<file path="config.mk">
export PLATFORM = sky130hd
export DESIGN_NAME = hazard_flush_ctrl_flat
export DESIGN_NICKNAME = d
export VERILOG_FILES = /design/src/rtl/hazard_flush_ctrl_if.sv /design/src/rtl/hazard_flush_ctrl.sv /design/src/flat_wrapper.sv
export SDC_FILE = /design/constraint.sdc
export NUM_CORES = 1
export LEC_CHECK = 0
export ABC_AREA = 1
export BUFFER_PORTS_ARGS = -buffer_cell sky130_fd_sc_hd__buf_2
export CAP_MARGIN = 40
export CELL_PAD_IN_SITES_DETAIL_PLACEMENT = 1
export CELL_PAD_IN_SITES_GLOBAL_PLACEMENT = 1
export CORE_MARGIN = 2
export CORE_UTILIZATION = 34
export DETAILED_ROUTE_END_ITERATION = 8
export PLACE_DENSITY_LB_ADDON = 0.1
export SLEW_MARGIN = 20
export SYNTH_ARGS = -nofsm -noshare
export SYNTH_HDL_FRONTEND = slang
export SYNTH_SLANG_ARGS = --single-unit
</file>
<file path="constraint.sdc">
create_clock -name clk -period 1.9 [get_ports clk]
set_clock_uncertainty 0.15 [all_clocks]
set_input_delay 0 -clock clk [delete_from_list [all_inputs] [get_ports clk]]
set_output_delay 0 -clock clk [all_outputs]
set_load 0.005 [all_outputs]
</file>
<file path="src/rtl/hazard_flush_ctrl_if.sv">
// Pipeline hazard/flush control bundle: ID/EX hazard inputs, memory handshake,
// and the stall/flush/freeze controls and event counters.
interface hazard_flush_ctrl_if #(
  parameter int CNT_W = 16
);
  logic [4:0]       id_rs;
  logic [4:0]       id_rt;
  logic             id_uses_rt;
  logic             ex_readdmem;
  logic [4:0]       ex_rd;
  logic             ex_branch_taken;
  logic             mem_ready;
  logic             pc_write;
  logic             ifid_write;
  logic             flush;
  logic             ifid_flush;
  logic             pc_redirect;
  logic             freeze;
  logic [1:0]       state;
  logic [CNT_W-1:0] stall_cnt;
  logic [CNT_W-1:0] flush_cnt;

  modport master (
    output id_rs, id_rt, id_uses_rt, ex_readdmem, ex_rd, ex_branch_taken, mem_ready,
    input  pc_write, ifid_write, flush, ifid_flush, pc_redirect, freeze, state,
           stall_cnt, flush_cnt
  );

  modport slave (
    input  id_rs, id_rt, id_uses_rt, ex_readdmem, ex_rd, ex_branch_taken, mem_ready,
    output pc_write, ifid_write, flush, ifid_flush, pc_redirect, freeze, state,
           stall_cnt, flush_cnt
  );
endinterface

</file>
<file path="src/rtl/hazard_flush_ctrl.sv">
// Load-use stall, taken-branch flush sequencing and data-memory wait freeze,
// with saturating stall/flush event counters.
module hazard_flush_ctrl #(
  parameter int FLUSH_CYCLES = 2,
  parameter int CNT_W        = 16
) (
  input logic                clk,
  input logic                rst,
  hazard_flush_ctrl_if.slave bus
);
  typedef enum logic [1:0] {
    S_RUN   = 2'd0,
    S_RSVD  = 2'd1,
    S_FLUSH = 2'd2,
    S_WAIT  = 2'd3
  } state_t;

  localparam logic [2:0]       LP_REM_INIT = 3'(FLUSH_CYCLES - 1);
  localparam logic [CNT_W-1:0] LP_CNT_MAX  = '1;

  state_t           r_state, r_resume;
  state_t           w_state_nxt, w_resume_nxt, w_act;
  logic [2:0]       r_rem, w_rem_nxt;
  logic [CNT_W-1:0] r_stall_cnt, r_flush_cnt;
  logic             w_lu;
  logic             w_pc_write, w_ifid_write, w_flush, w_ifid_flush, w_pc_redirect, w_freeze;

  assign w_lu = bus.ex_readdmem && (bus.ex_rd != 5'd0) &&
                ((bus.ex_rd == bus.id_rs) || (bus.id_uses_rt && (bus.ex_rd == bus.id_rt)));

  always_comb begin
    w_state_nxt   = S_RUN;
    w_resume_nxt  = S_RUN;
    w_rem_nxt     = r_rem;
    w_pc_write    = 1'b1;
    w_ifid_write  = 1'b1;
    w_flush       = 1'b0;
    w_ifid_flush  = 1'b0;
    w_pc_redirect = 1'b0;
    w_freeze      = 1'b0;
    // A released WAIT cycle behaves exactly like a cycle of the state it interrupted.
    w_act         = (r_state == S_WAIT) ? r_resume : r_state;

    if (!bus.mem_ready) begin
      w_pc_write   = 1'b0;
      w_ifid_write = 1'b0;
      w_freeze     = 1'b1;
      w_state_nxt  = S_WAIT;
      w_resume_nxt = (w_act == S_FLUSH) ? S_FLUSH : S_RUN;
    end else if (w_act == S_FLUSH) begin
      w_flush      = 1'b1;
      w_ifid_flush = 1'b1;
      if (r_rem <= 3'd1) begin
        w_rem_nxt = 3'd0;
      end else begin
        w_rem_nxt   = r_rem - 3'd1;
        w_state_nxt = S_FLUSH;
      end
    end else if (bus.ex_branch_taken) begin
      w_pc_redirect = 1'b1;
      w_flush       = 1'b1;
      w_ifid_flush  = 1'b1;
      if (FLUSH_CYCLES > 1) begin
        w_state_nxt = S_FLUSH;
        w_rem_nxt   = LP_REM_INIT;
      end
    end else if (w_lu) begin
      w_pc_write   = 1'b0;
      w_ifid_write = 1'b0;
      w_flush      = 1'b1;
    end

    if (rst) begin
      w_pc_write    = 1'b0;
      w_ifid_write  = 1'b0;
      w_flush       = 1'b1;
      w_ifid_flush  = 1'b1;
      w_pc_redirect = 1'b0;
      w_freeze      = 1'b0;
    end
  end

  always_ff @(posedge clk or posedge rst) begin
    if (rst) begin
      r_state  <= S_RUN;
      r_resume <= S_RUN;
      r_rem    <= 3'd0;
    end else begin
      r_state  <= w_state_nxt;
      r_resume <= w_resume_nxt;
      r_rem    <= w_rem_nxt;
    end
  end

  always_ff @(posedge clk or posedge rst) begin
    if (rst) begin
      r_stall_cnt <= '0;
      r_flush_cnt <= '0;
    end else begin
      if (!w_pc_write && (r_stall_cnt != LP_CNT_MAX)) r_stall_cnt <= r_stall_cnt + 1'b1;
      if (w_flush && (r_flush_cnt != LP_CNT_MAX))     r_flush_cnt <= r_flush_cnt + 1'b1;
    end
  end

  assign bus.pc_write    = w_pc_write;
  assign bus.ifid_write  = w_ifid_write;
  assign bus.flush       = w_flush;
  assign bus.ifid_flush  = w_ifid_flush;
  assign bus.pc_redirect = w_pc_redirect;
  assign bus.freeze      = w_freeze;
  assign bus.state       = r_state;
  assign bus.stall_cnt   = r_stall_cnt;
  assign bus.flush_cnt   = r_flush_cnt;
endmodule

</file>
<file path="src/flat_wrapper.sv">
// flat-port wrapper written by rule: the top's interface ports become plain ports
module hazard_flush_ctrl_flat 
#(
  parameter int FLUSH_CYCLES = 2,
  parameter int CNT_W        = 16
)
  (clk, rst, bus_id_rs, bus_id_rt, bus_id_uses_rt, bus_ex_readdmem, bus_ex_rd, bus_ex_branch_taken, bus_mem_ready, bus_pc_write, bus_ifid_write, bus_flush, bus_ifid_flush, bus_pc_redirect, bus_freeze, bus_state, bus_stall_cnt, bus_flush_cnt);
  hazard_flush_ctrl_if #(.CNT_W(CNT_W)) bus_i ();
  input logic clk;
  input logic rst;
  input wire logic [$bits(bus_i.id_rs)-1:0] bus_id_rs;
  input wire logic [$bits(bus_i.id_rt)-1:0] bus_id_rt;
  input wire logic [$bits(bus_i.id_uses_rt)-1:0] bus_id_uses_rt;
  input wire logic [$bits(bus_i.ex_readdmem)-1:0] bus_ex_readdmem;
  input wire logic [$bits(bus_i.ex_rd)-1:0] bus_ex_rd;
  input wire logic [$bits(bus_i.ex_branch_taken)-1:0] bus_ex_branch_taken;
  input wire logic [$bits(bus_i.mem_ready)-1:0] bus_mem_ready;
  output wire logic [$bits(bus_i.pc_write)-1:0] bus_pc_write;
  output wire logic [$bits(bus_i.ifid_write)-1:0] bus_ifid_write;
  output wire logic [$bits(bus_i.flush)-1:0] bus_flush;
  output wire logic [$bits(bus_i.ifid_flush)-1:0] bus_ifid_flush;
  output wire logic [$bits(bus_i.pc_redirect)-1:0] bus_pc_redirect;
  output wire logic [$bits(bus_i.freeze)-1:0] bus_freeze;
  output wire logic [$bits(bus_i.state)-1:0] bus_state;
  output wire logic [$bits(bus_i.stall_cnt)-1:0] bus_stall_cnt;
  output wire logic [$bits(bus_i.flush_cnt)-1:0] bus_flush_cnt;
  assign bus_i.id_rs = bus_id_rs;
  assign bus_i.id_rt = bus_id_rt;
  assign bus_i.id_uses_rt = bus_id_uses_rt;
  assign bus_i.ex_readdmem = bus_ex_readdmem;
  assign bus_i.ex_rd = bus_ex_rd;
  assign bus_i.ex_branch_taken = bus_ex_branch_taken;
  assign bus_i.mem_ready = bus_mem_ready;
  assign bus_pc_write = bus_i.pc_write;
  assign bus_ifid_write = bus_i.ifid_write;
  assign bus_flush = bus_i.flush;
  assign bus_ifid_flush = bus_i.ifid_flush;
  assign bus_pc_redirect = bus_i.pc_redirect;
  assign bus_freeze = bus_i.freeze;
  assign bus_state = bus_i.state;
  assign bus_stall_cnt = bus_i.stall_cnt;
  assign bus_flush_cnt = bus_i.flush_cnt;
  hazard_flush_ctrl #(.FLUSH_CYCLES(FLUSH_CYCLES), .CNT_W(CNT_W)) u_core (.clk(clk), .rst(rst), .bus(bus_i));
endmodule
</file>
After elaboration in Yosys (flattened, before gate mapping)
Index checks and enable logic that the tools add are counted.
{"block": "totals", "regBits": 39, "latchBits": 0, "mem_bits_rw": 0, "romBits": 0, "input_bits": 21, "output_inout_bits": 40, "wordCells": 54, "n_memories": 0}
{"block": "classes", "add_sub_neg": 3, "multipliers": 0, "n_div": 0, "magnitude_cmp": 1, "eq_ne": 6, "shift": 0, "mux": 29, "n_bitwise": 0, "n_reduce_logical": 10}
{"cell": "16-bit by 1-bit adder with 16-bit output (second input constant)", "count": 2}
{"cell": "16-bit inequality test (second input constant)", "count": 2}
{"cell": "1-bit 2-to-1 mux", "count": 19}
{"cell": "2-bit 2-to-1 mux", "count": 7}
{"cell": "5-bit == test", "count": 2}
{"cell": "3-bit 2-to-1 mux", "count": 3}
{"cell": "1-bit logical AND", "count": 5}
{"cell": "5-bit nonzero test", "count": 1}
{"cell": "2-bit == test (second input constant)", "count": 2}
{"cell": "3-bit by 1-bit <= comparator with 1-bit output (second input constant)", "count": 1}
{"cell": "3-bit by 1-bit subtractor with 3-bit output (second input constant)", "count": 1}
{"cell": "2-bit AND reduction", "count": 1}
{"cell": "2-bit nonzero test", "count": 1}
{"cell": "1-bit logical NOT", "count": 1}
{"cell": "1-bit logical OR", "count": 1}

Depth between registers and ports, before layout
Gate-level depths: netlist of run 1.
{"block": "logic_depth", "word_depth": 11, "depth_mapped": 12, "depth_no_buf": 11}

Worst setup path after synthesis of run 1
No wires, ideal clock.
{"block": "synth_timing", "path_kind": "reg-to-reg", "startpoint": "register u_core.r_flush_cnt[0], in the netlist u_core.bus.flush_cnt[0]", "endpoint": "register u_core.r_flush_cnt[8], in the netlist u_core.bus.flush_cnt[8]", "setup_ns": 0.117, "arrival_ns": 1.539, "required_ns": 1.633, "setup_slack_ns": 0.094, "stages_incl_launch_ff": 10, "n_path_buf": 1, "period_less_slack_ns": 1.806, "cell_sequence": "dfrtp_1 > ha_1 > nand3_2 > nor3_4 > nand2_2 > nor2_2 > nand2_2 > buf_2 > nand3_1 > nand2_1"}
{"block": "synth_between", "elab_chain_cells": 2, "elab_cells_between_ends": 3, "classes_between": "add/sub (1); eq/ne (1); reduce/logical (1)"}
{"item": "start, declared", "line_no": "hazard_flush_ctrl.sv:24", "rtl": "logic [CNT_W-1:0] r_stall_cnt, r_flush_cnt;"}
{"item": "start signal, assigned", "line_no": "hazard_flush_ctrl.sv:101", "rtl": "if (w_flush && (r_flush_cnt != LP_CNT_MAX)) r_flush_cnt <= r_flush_cnt + 1'b1;"}
{"item": "parallel branches: the longest is 2 deep, another holds 16-bit by 1-bit adder with 16-bit output"}
Several ways; the timed one is not identified.
A chain may end at the register's enable or synchronous reset.

Worst setup path in the final report of run 1
{"block": "layout_timing", "startpoint": "register u_core.r_stall_cnt[0], in the netlist u_core.bus.stall_cnt[0]", "endpoint": "register u_core.r_stall_cnt[10], in the netlist u_core.bus.stall_cnt[10]"}
{"block": "layout_between", "elab_chain_cells": 2, "elab_cells_between_ends": 3, "classes_between": "add/sub (1); eq/ne (1); reduce/logical (1)"}
{"item": "start, declared", "line_no": "hazard_flush_ctrl.sv:24"}
{"item": "start signal, assigned", "line_no": "hazard_flush_ctrl.sv:100", "rtl": "if (!w_pc_write && (r_stall_cnt != LP_CNT_MAX)) r_stall_cnt <= r_stall_cnt + 1'b1;"}
{"item": "parallel branches: the longest is 2 deep, another holds 16-bit by 1-bit adder with 16-bit output"}
Several ways; the timed one is not identified.

==> results of run 1 <==
==> cell families (layout without fill, tap and decap cells) <==
kind of cell / Yosys count / in the layout
DFF: 38 / 38
adders and majority gates: 4 / 4
xor gates and xnor gates: 28 / 28
buffers and inverters: 47 / 139
AOI/OAI and AO/OA: 8 / 8
and+or+nand+nor: 225 / 228
==> registers in the layout (all words and copies together) (netlist names) <==
register / cells
u_core.bus.state: 2
u_core.r_rem: 3
u_core.r_resume: 1
u_core.bus.stall_cnt: 16
u_core.bus.flush_cnt: 16
==> worst max-delay path, delay by kind of cell (launching register included) <==
kind,cells,cell delay [ns]
flops,1,0.41
fa+ha+maj,1,0.21
simple gates,5,1.01
==> layer usage <==
| layer | wire [microns] | GRT usage (%) | part of all wire (%) |
|---|---|---|---|
| met1 | 3525 | 22.90 | 48 |
| met2 | 3548 | 31.76 | 48 |
| met3 | 223 | 2.850 | 3.0 |
| met4 | 70 | 4.615 | 0.95 |
| met5 | 0 | 0 | 0 |
==> area by class of cell <==
cell class	count	area (sq um)	area share [%]
clock buffer	6	82.58	2.435
sequential	38	955.9	28.18
tap	99	123.9	3.652
timing repair buffer	92	586.8	17.30
multi-input combinational	268	1484	43.75
clock inverter	2	12.51	0.3689
inverter	39	146.4	4.316
==> power groups by stage <==
stage / Sequential (mW) / Clock, mW / Combinational [mW]
floorplan: 1.09 / 0 / 0.441
global placement: 1.08 / 0 / 0.774
detailed placement: 1.08 / 0 / 0.809
CTS: 1.06 / 0.631 / 0.824
global route: 1.12 / 0.658 / 1.02
finish: 1.09 / 0.597 / 0.893
==> Yosys cell counts, drive strengths merged <==
cell and instances:
buf 8, a21oi 1, o21ai 5, o31ai 1
inv 39, nand2 128, nor3 9, ha 4
nor2 32, nor3b 1, nor4 1, nand2b 1
xnor2 11, dfrtp 38, o41ai 1, xor2 17
nand3 50, nand4 3
==> per-stage QoR <==
stage / TNS, ns / total power, mW / utilization, % / instances
CTS: 0 / 2.521 / 43.55 / 530
global placement: 0 / 1.850 / 41.61 / 519
detailed placement: 0 / 1.890 / 41.61 / 519
finish: -0.005597 / 2.581 / 47.02 / 544
floorplan: 0 / 1.533 / - / 350
global route: -0.7227 / 2.797 / 47.02 / 544
==> layout by cell type (no fill, tap or decap), types with 2 or more instances in the layout <==
cell,count
nand2_1,113
buf_2,59
nand3_1,49
dfrtp_1,34
inv_1,33
nor2_1,30
buf_4,26
xor2_1,17
xnor2_1,11
nand2_2,7
nand2_4,7
nor3_1,7
inv_2,6
clkbuf_8,6
o21ai_0,4
dfrtp_2,4
nand4_1,3
dlygate4sd3_1,3
nor2_4,2
nand2_8,2
nand2b_4,2
ha_2,2
ha_1,2
buf_12,2
==> worst max-delay path by stage <==
stage | from | endpoint | slack [ns] | cells past startpoint
global route | u_core.bus.stall_cnt[0]$_DFFE_PP0P_ | u_core.bus.stall_cnt[10]$_DFFE_PP0P_ | -0.11 | 6
CTS | u_core.r_resume[1]$_DFF_PP0_ | bus_flush | 0.004 | 10
global placement | u_core.bus.stall_cnt[5]$_DFFE_PP0P_ | u_core.bus.stall_cnt[15]$_DFFE_PP0P_ | 0.13 | 7
finish | u_core.bus.stall_cnt[0]$_DFFE_PP0P_ | u_core.bus.stall_cnt[10]$_DFFE_PP0P_ | -0.006 | 6
detailed placement | u_core.bus.flush_cnt[1]$_DFFE_PP0P_ | u_core.bus.flush_cnt[1]$_DFFE_PP0P_ | 0.05 | 9
floorplan | u_core.bus.flush_cnt[0]$_DFFE_PP0P_ | u_core.bus.flush_cnt[8]$_DFFE_PP0P_ | 0.09 | 9
==> repair_timing <==
action,CTS,global route
gates resized for setup,3,33
buffers inserted,0,11
setup endpoints to repair,3,33
gates cloned,0,3
hold buffers,3,0
pin swaps,0,9
endpoints found under the hold margin,44,0
==> results.cfg, run 1 <==
[run_status]
status = finished, violations left
violations = negative setup slack

[sta]
rsz0062_at_grt = true
setup_violations = 1
fin_crit_sh_pct = 100.3
slew_viol_final = 0
slew_headroom_pct = 61.78
period_needed_ns = 1.906
holdWs_ns = 0.1965
hold_violations = 0
fmax_ghz = 0.5248
tightest_slew_ns = 0.5703
worst_slack_ns = -0.005597

[floorplan]
die-width_microns = 89.99
dieArea_sq_um = 8097
die_y_microns = 89.99
start_util_pct = 34.84
num_io_pins = 61
core_area_sq_um = 7214
core.rowCount = 31

[critical_path]
crit_type = register to register
path_max_fanout = 8
end_kind = register
crit_path_cell_trace = ha_2 > nor3b_4 > nand4_1 > nand2b_2 > nand3_1 > nand2_1
regToRegStartpoint = u_core.bus.stall_cnt[0]$_DFFE_PP0P_
worstPathArrival_ns = 1.93
r2r_slack_ns = -0.006
reg2reg_to = u_core.bus.stall_cnt[10]$_DFFE_PP0P_
worst_ep_required_time_ns = 1.93
critPathSlowestCell = dfrtp_1
reg2regPathDepth = 6
cp_slowest_stage_delay_ns = 0.41
cp-start-kind = register

[place]
gp_congestion = 0.7839
port_buffers = 60
placed_area_sq_um = 3002
pre_cts_slack_ns = 0.04602
hpwl_microns = 5173

[grt]
grt_max_degree = 23
grt_pass1_vias = 2652
antenna_found_initial = 0
grt_usage_pct = 17.94
grt_overflow = 0
grt_pass1_wl_microns = 12030

[power]
p_sw_share_pct = 36.15
pwr-share-clk_pct = 23.1
p_sw_mw = 0.9331
ir_drop_mv = 0.4485
pwr-share-seq_pct = 42.3
p_leak_nw = 1.864
combPwrFrac_pct = 34.6
cellPowerDensity_nw_per_um2 = 760.9
intPower_mw = 1.648

[synth]
synth_top_family_by_area = simple AND/OR/NAND/NOR gates
synth_fa_ha_area_share_pct = 1.991
ys_types = 29
ys_warn_count = 0
synth_compound_area_share_pct = 1.991
synth_xor_area_share_pct = 9.756
synth_area_per_cell_sq_um = 7.182
synth_area_sq_um = 2514
synth_cells = 350
synth-simple-area-share_pct = 39.77
ys_seq_area_share_pct = 37.83
synth-seq-cells = 38
synth_top_area_share_pct = 37.83
synth_area_leader_cell = dfrtp_1
syn_nets = 375
synthMuxAreaShare_pct = 0
ys_top_cells_by_area = dfrtp_1 (38%), nand2_1 (18%), nand3_1 (9.8%)

[cts]
cts_tree = yes
clk_pin_slew_ns = 0.08
worstSkewPairLatency_ns = 0.29
htreeDepth = 2
root_buffer = clkbuf_8
cts_sinks = 38
clockBufferDepth = 2
cts_made_buffers = 5

[cells_and_area]
diodes = 0
fill_cells = 968
syn_to_final_growth_pct = 34.94
fin_area_sq_um = 3392
nNetsFinal = 469
drive_above_1_share_pct = 30.34

[routing]
viasPerCell = 4.669
postRouteWirelength_microns = 7367
drc_errors = 0
avgRoutedWirePerCell_microns = 13.54
num_vias = 2540
drt_iter0_drc = 98
drt-pass1-iter-count = 4
antenna_left = 0

[min_path]
min_path_cells = 7
hp-class = input port to register
worstHoldEndpoint = u_core.bus.stall_cnt[10]$_DFFE_PP0P_
worstHoldStart = bus_ex_readdmem

[job]
maxCapViolCount = 0
Note: power is estimated with default switching activity, not from simulation.
==> run 2: changes to the inputs <==
Settings changed: CORE_UTILIZATION 34 to 27.
==> run 2 against run 1 <==
Against the previous run:
- the flow now finishes without violations
- non-clock buffer count did not move
- sequential power barely moved
- critical path type unchanged
- sequential share of layout area rose by 0.94 points
- die area rose by 25%
- largest power group unchanged
==> results.cfg, run 2 (synthesis results as in run 1) <==
[place]
numPlacedInstances = 535
port_buffers = 60
hpwl_microns = 5283
placed_area_sq_um = 3047
pre_cts_slack_ns = 0.07067
gp_congestion = 0.7910

[power]
p_leak_nw = 1.779
intPower_mw = 1.617
p_sw_share_pct = 34.85
cellPowerDensity_nw_per_um2 = 759.1
pwr-share-seq_pct = 42.6
pwr-share-clk_pct = 23.6
finalPower_mw = 2.482
p_sw_mw = 0.8650
ir_drop_mv = 0.3265
combPwrFrac_pct = 33.8

[floorplan]
core.rowCount = 35
num_io_pins = 61
core_area_sq_um = 9153
dieArea_sq_um = 10100
die-width_microns = 100.5
start_util_pct = 27.46
die_y_microns = 100.5

[routing]
dr_wl_met3_microns = 235
highest_layer = met4
viasPerCell = 4.499
num_vias = 2497
drt_iter0_drc = 60
avgRoutedWirePerCell_microns = 12.95
m1WireLength_microns = 3598
postRouteWirelength_microns = 7187
drt-pass1-iter-count = 4
antenna_left = 0
wl_met2_microns = 3304
drc_errors = 0

[grt]
grt_max_degree = 39
grt_overflow = 0
antenna_found_initial = 0
grt_pass1_vias = 2549
grt_pass1_wl_microns = 12160
grt_usage_pct = 14.91

[cells_and_area]
instances_no_fill = 555
layout_common_cells = nand2_1 (122), buf_2 (60), nand3_1 (49)
fin_area_sq_um = 3269
finish.utilization_pct = 35.72
layout_commonest_cell = nand2_1
diodes = 0
fill_cells = 1159
nNetsFinal = 468
drive_above_1_share_pct = 27.03
syn_to_final_growth_pct = 30.06

[sta]
holdWs_ns = 0.2067
tightest_slew_ns = 0.5181
worst_slack_ns = 0.04384
fin_crit_sh_pct = 97.69
period_needed_ns = 1.856
fmax_ghz = 0.5387
slew_viol_final = 0
hold_violations = 0
tns_ns = 0
slew_headroom_pct = 65.46
rsz0062_at_grt = true
setup_violations = 0

[cts]
clk_pin_slew_ns = 0.08
worstSkewPairLatency_ns = 0.29
htreeDepth = 2
clockBufferDepth = 2
root_buffer = clkbuf_8
cts_made_buffers = 5
cts_sinks = 38
cts_tree = yes

[critical_path]
critPathSlowestCell = dfrtp_1
worstPathArrival_ns = 1.89
end_kind = register
path_max_fanout = 8
cp-start-kind = register
crit_path_cell_trace = ha_1 > nor3b_2 > nand4_1 > nand2b_2 > nand3_1 > nand2_1
path_delay_family = simple AND/OR/NAND/NOR gates
worst_ep_required_time_ns = 1.93
cp_slowest_stage_delay_ns = 0.41
crit_buf_inv = 0
crit_type = register to register

[min_path]
hp-class = input port to register

[job]
maxCapViolCount = 0

[run_status]
status = finished clean
==> run 2: final timing paths <==
path | to | slack (ns) | from | cells past startpoint
max in group asynchronous | u_core.bus.stall_cnt[5]$_DFFE_PP0P_ | 0.94 | rst | 4
worst max-delay path | u_core.bus.stall_cnt[9]$_DFFE_PP0P_ | 0.04 | u_core.bus.stall_cnt[0]$_DFFE_PP0P_ | 6
worst min register to register | u_core.r_rem[1]$_DFFE_PP0P_ | 0.34 | u_core.r_rem[1]$_DFFE_PP0P_ | 2
min in group asynchronous | u_core.r_resume[1]$_DFF_PP0_ | 0.29 | rst | 4
worst max register to register | u_core.bus.stall_cnt[9]$_DFFE_PP0P_ | 0.04 | u_core.bus.stall_cnt[0]$_DFFE_PP0P_ | 6
worst min-delay path | u_core.bus.stall_cnt[14]$_DFFE_PP0P_ | 0.21 | bus_ex_readdmem | 7
==> run 2: final cells by class <==
type	instances	area, sq um	area share, %
sequential	38	952.2	29.12
multi-input combinational	267	1385	42.37
clock inverter	1	5.005	0.1531
timing repair buffer	92	555.5	16.99
clock buffer	7	86.33	2.641
tap	111	138.9	4.248
inverter	39	146.4	4.478
==> run 2: timing repair <==
item	4_1_cts	5_1_grt
setup buffers	0	7
endpoints found under the hold margin	44	0
pin swaps	0	4
setup endpoints to repair	2	33
gates cloned	0	2
gates resized for setup	1	7
hold buffers	3	0
==> run 2: worst min-delay path: stages <==
cell and delay, ns:
buf_2 0.09, o21ai_0 0.06, inv_1 0.05, nand3_1 0.12, nand2_4 0.13, nand3_1 0.09, nand2_1 0.05
==> run 2: power by group through the flow <==
| stage | clock [mW] | sequential [mW] | combinational [mW] |
|---|---|---|---|
| floorplan | 0 | 1.09 | 0.441 |
| global placement | 0 | 1.07 | 0.813 |
| detailed placement | 0 | 1.07 | 0.826 |
| CTS | 0.626 | 1.06 | 0.835 |
| global route | 0.648 | 1.08 | 0.975 |
| finish | 0.586 | 1.06 | 0.839 |
==> run 2: per-layer routing <==
layer	vias up	track usage, %
met2	45	24.83
met5	-	0
li1	1280	-
met4	0	3.793
met3	4	2.427
met1	1168	20.19
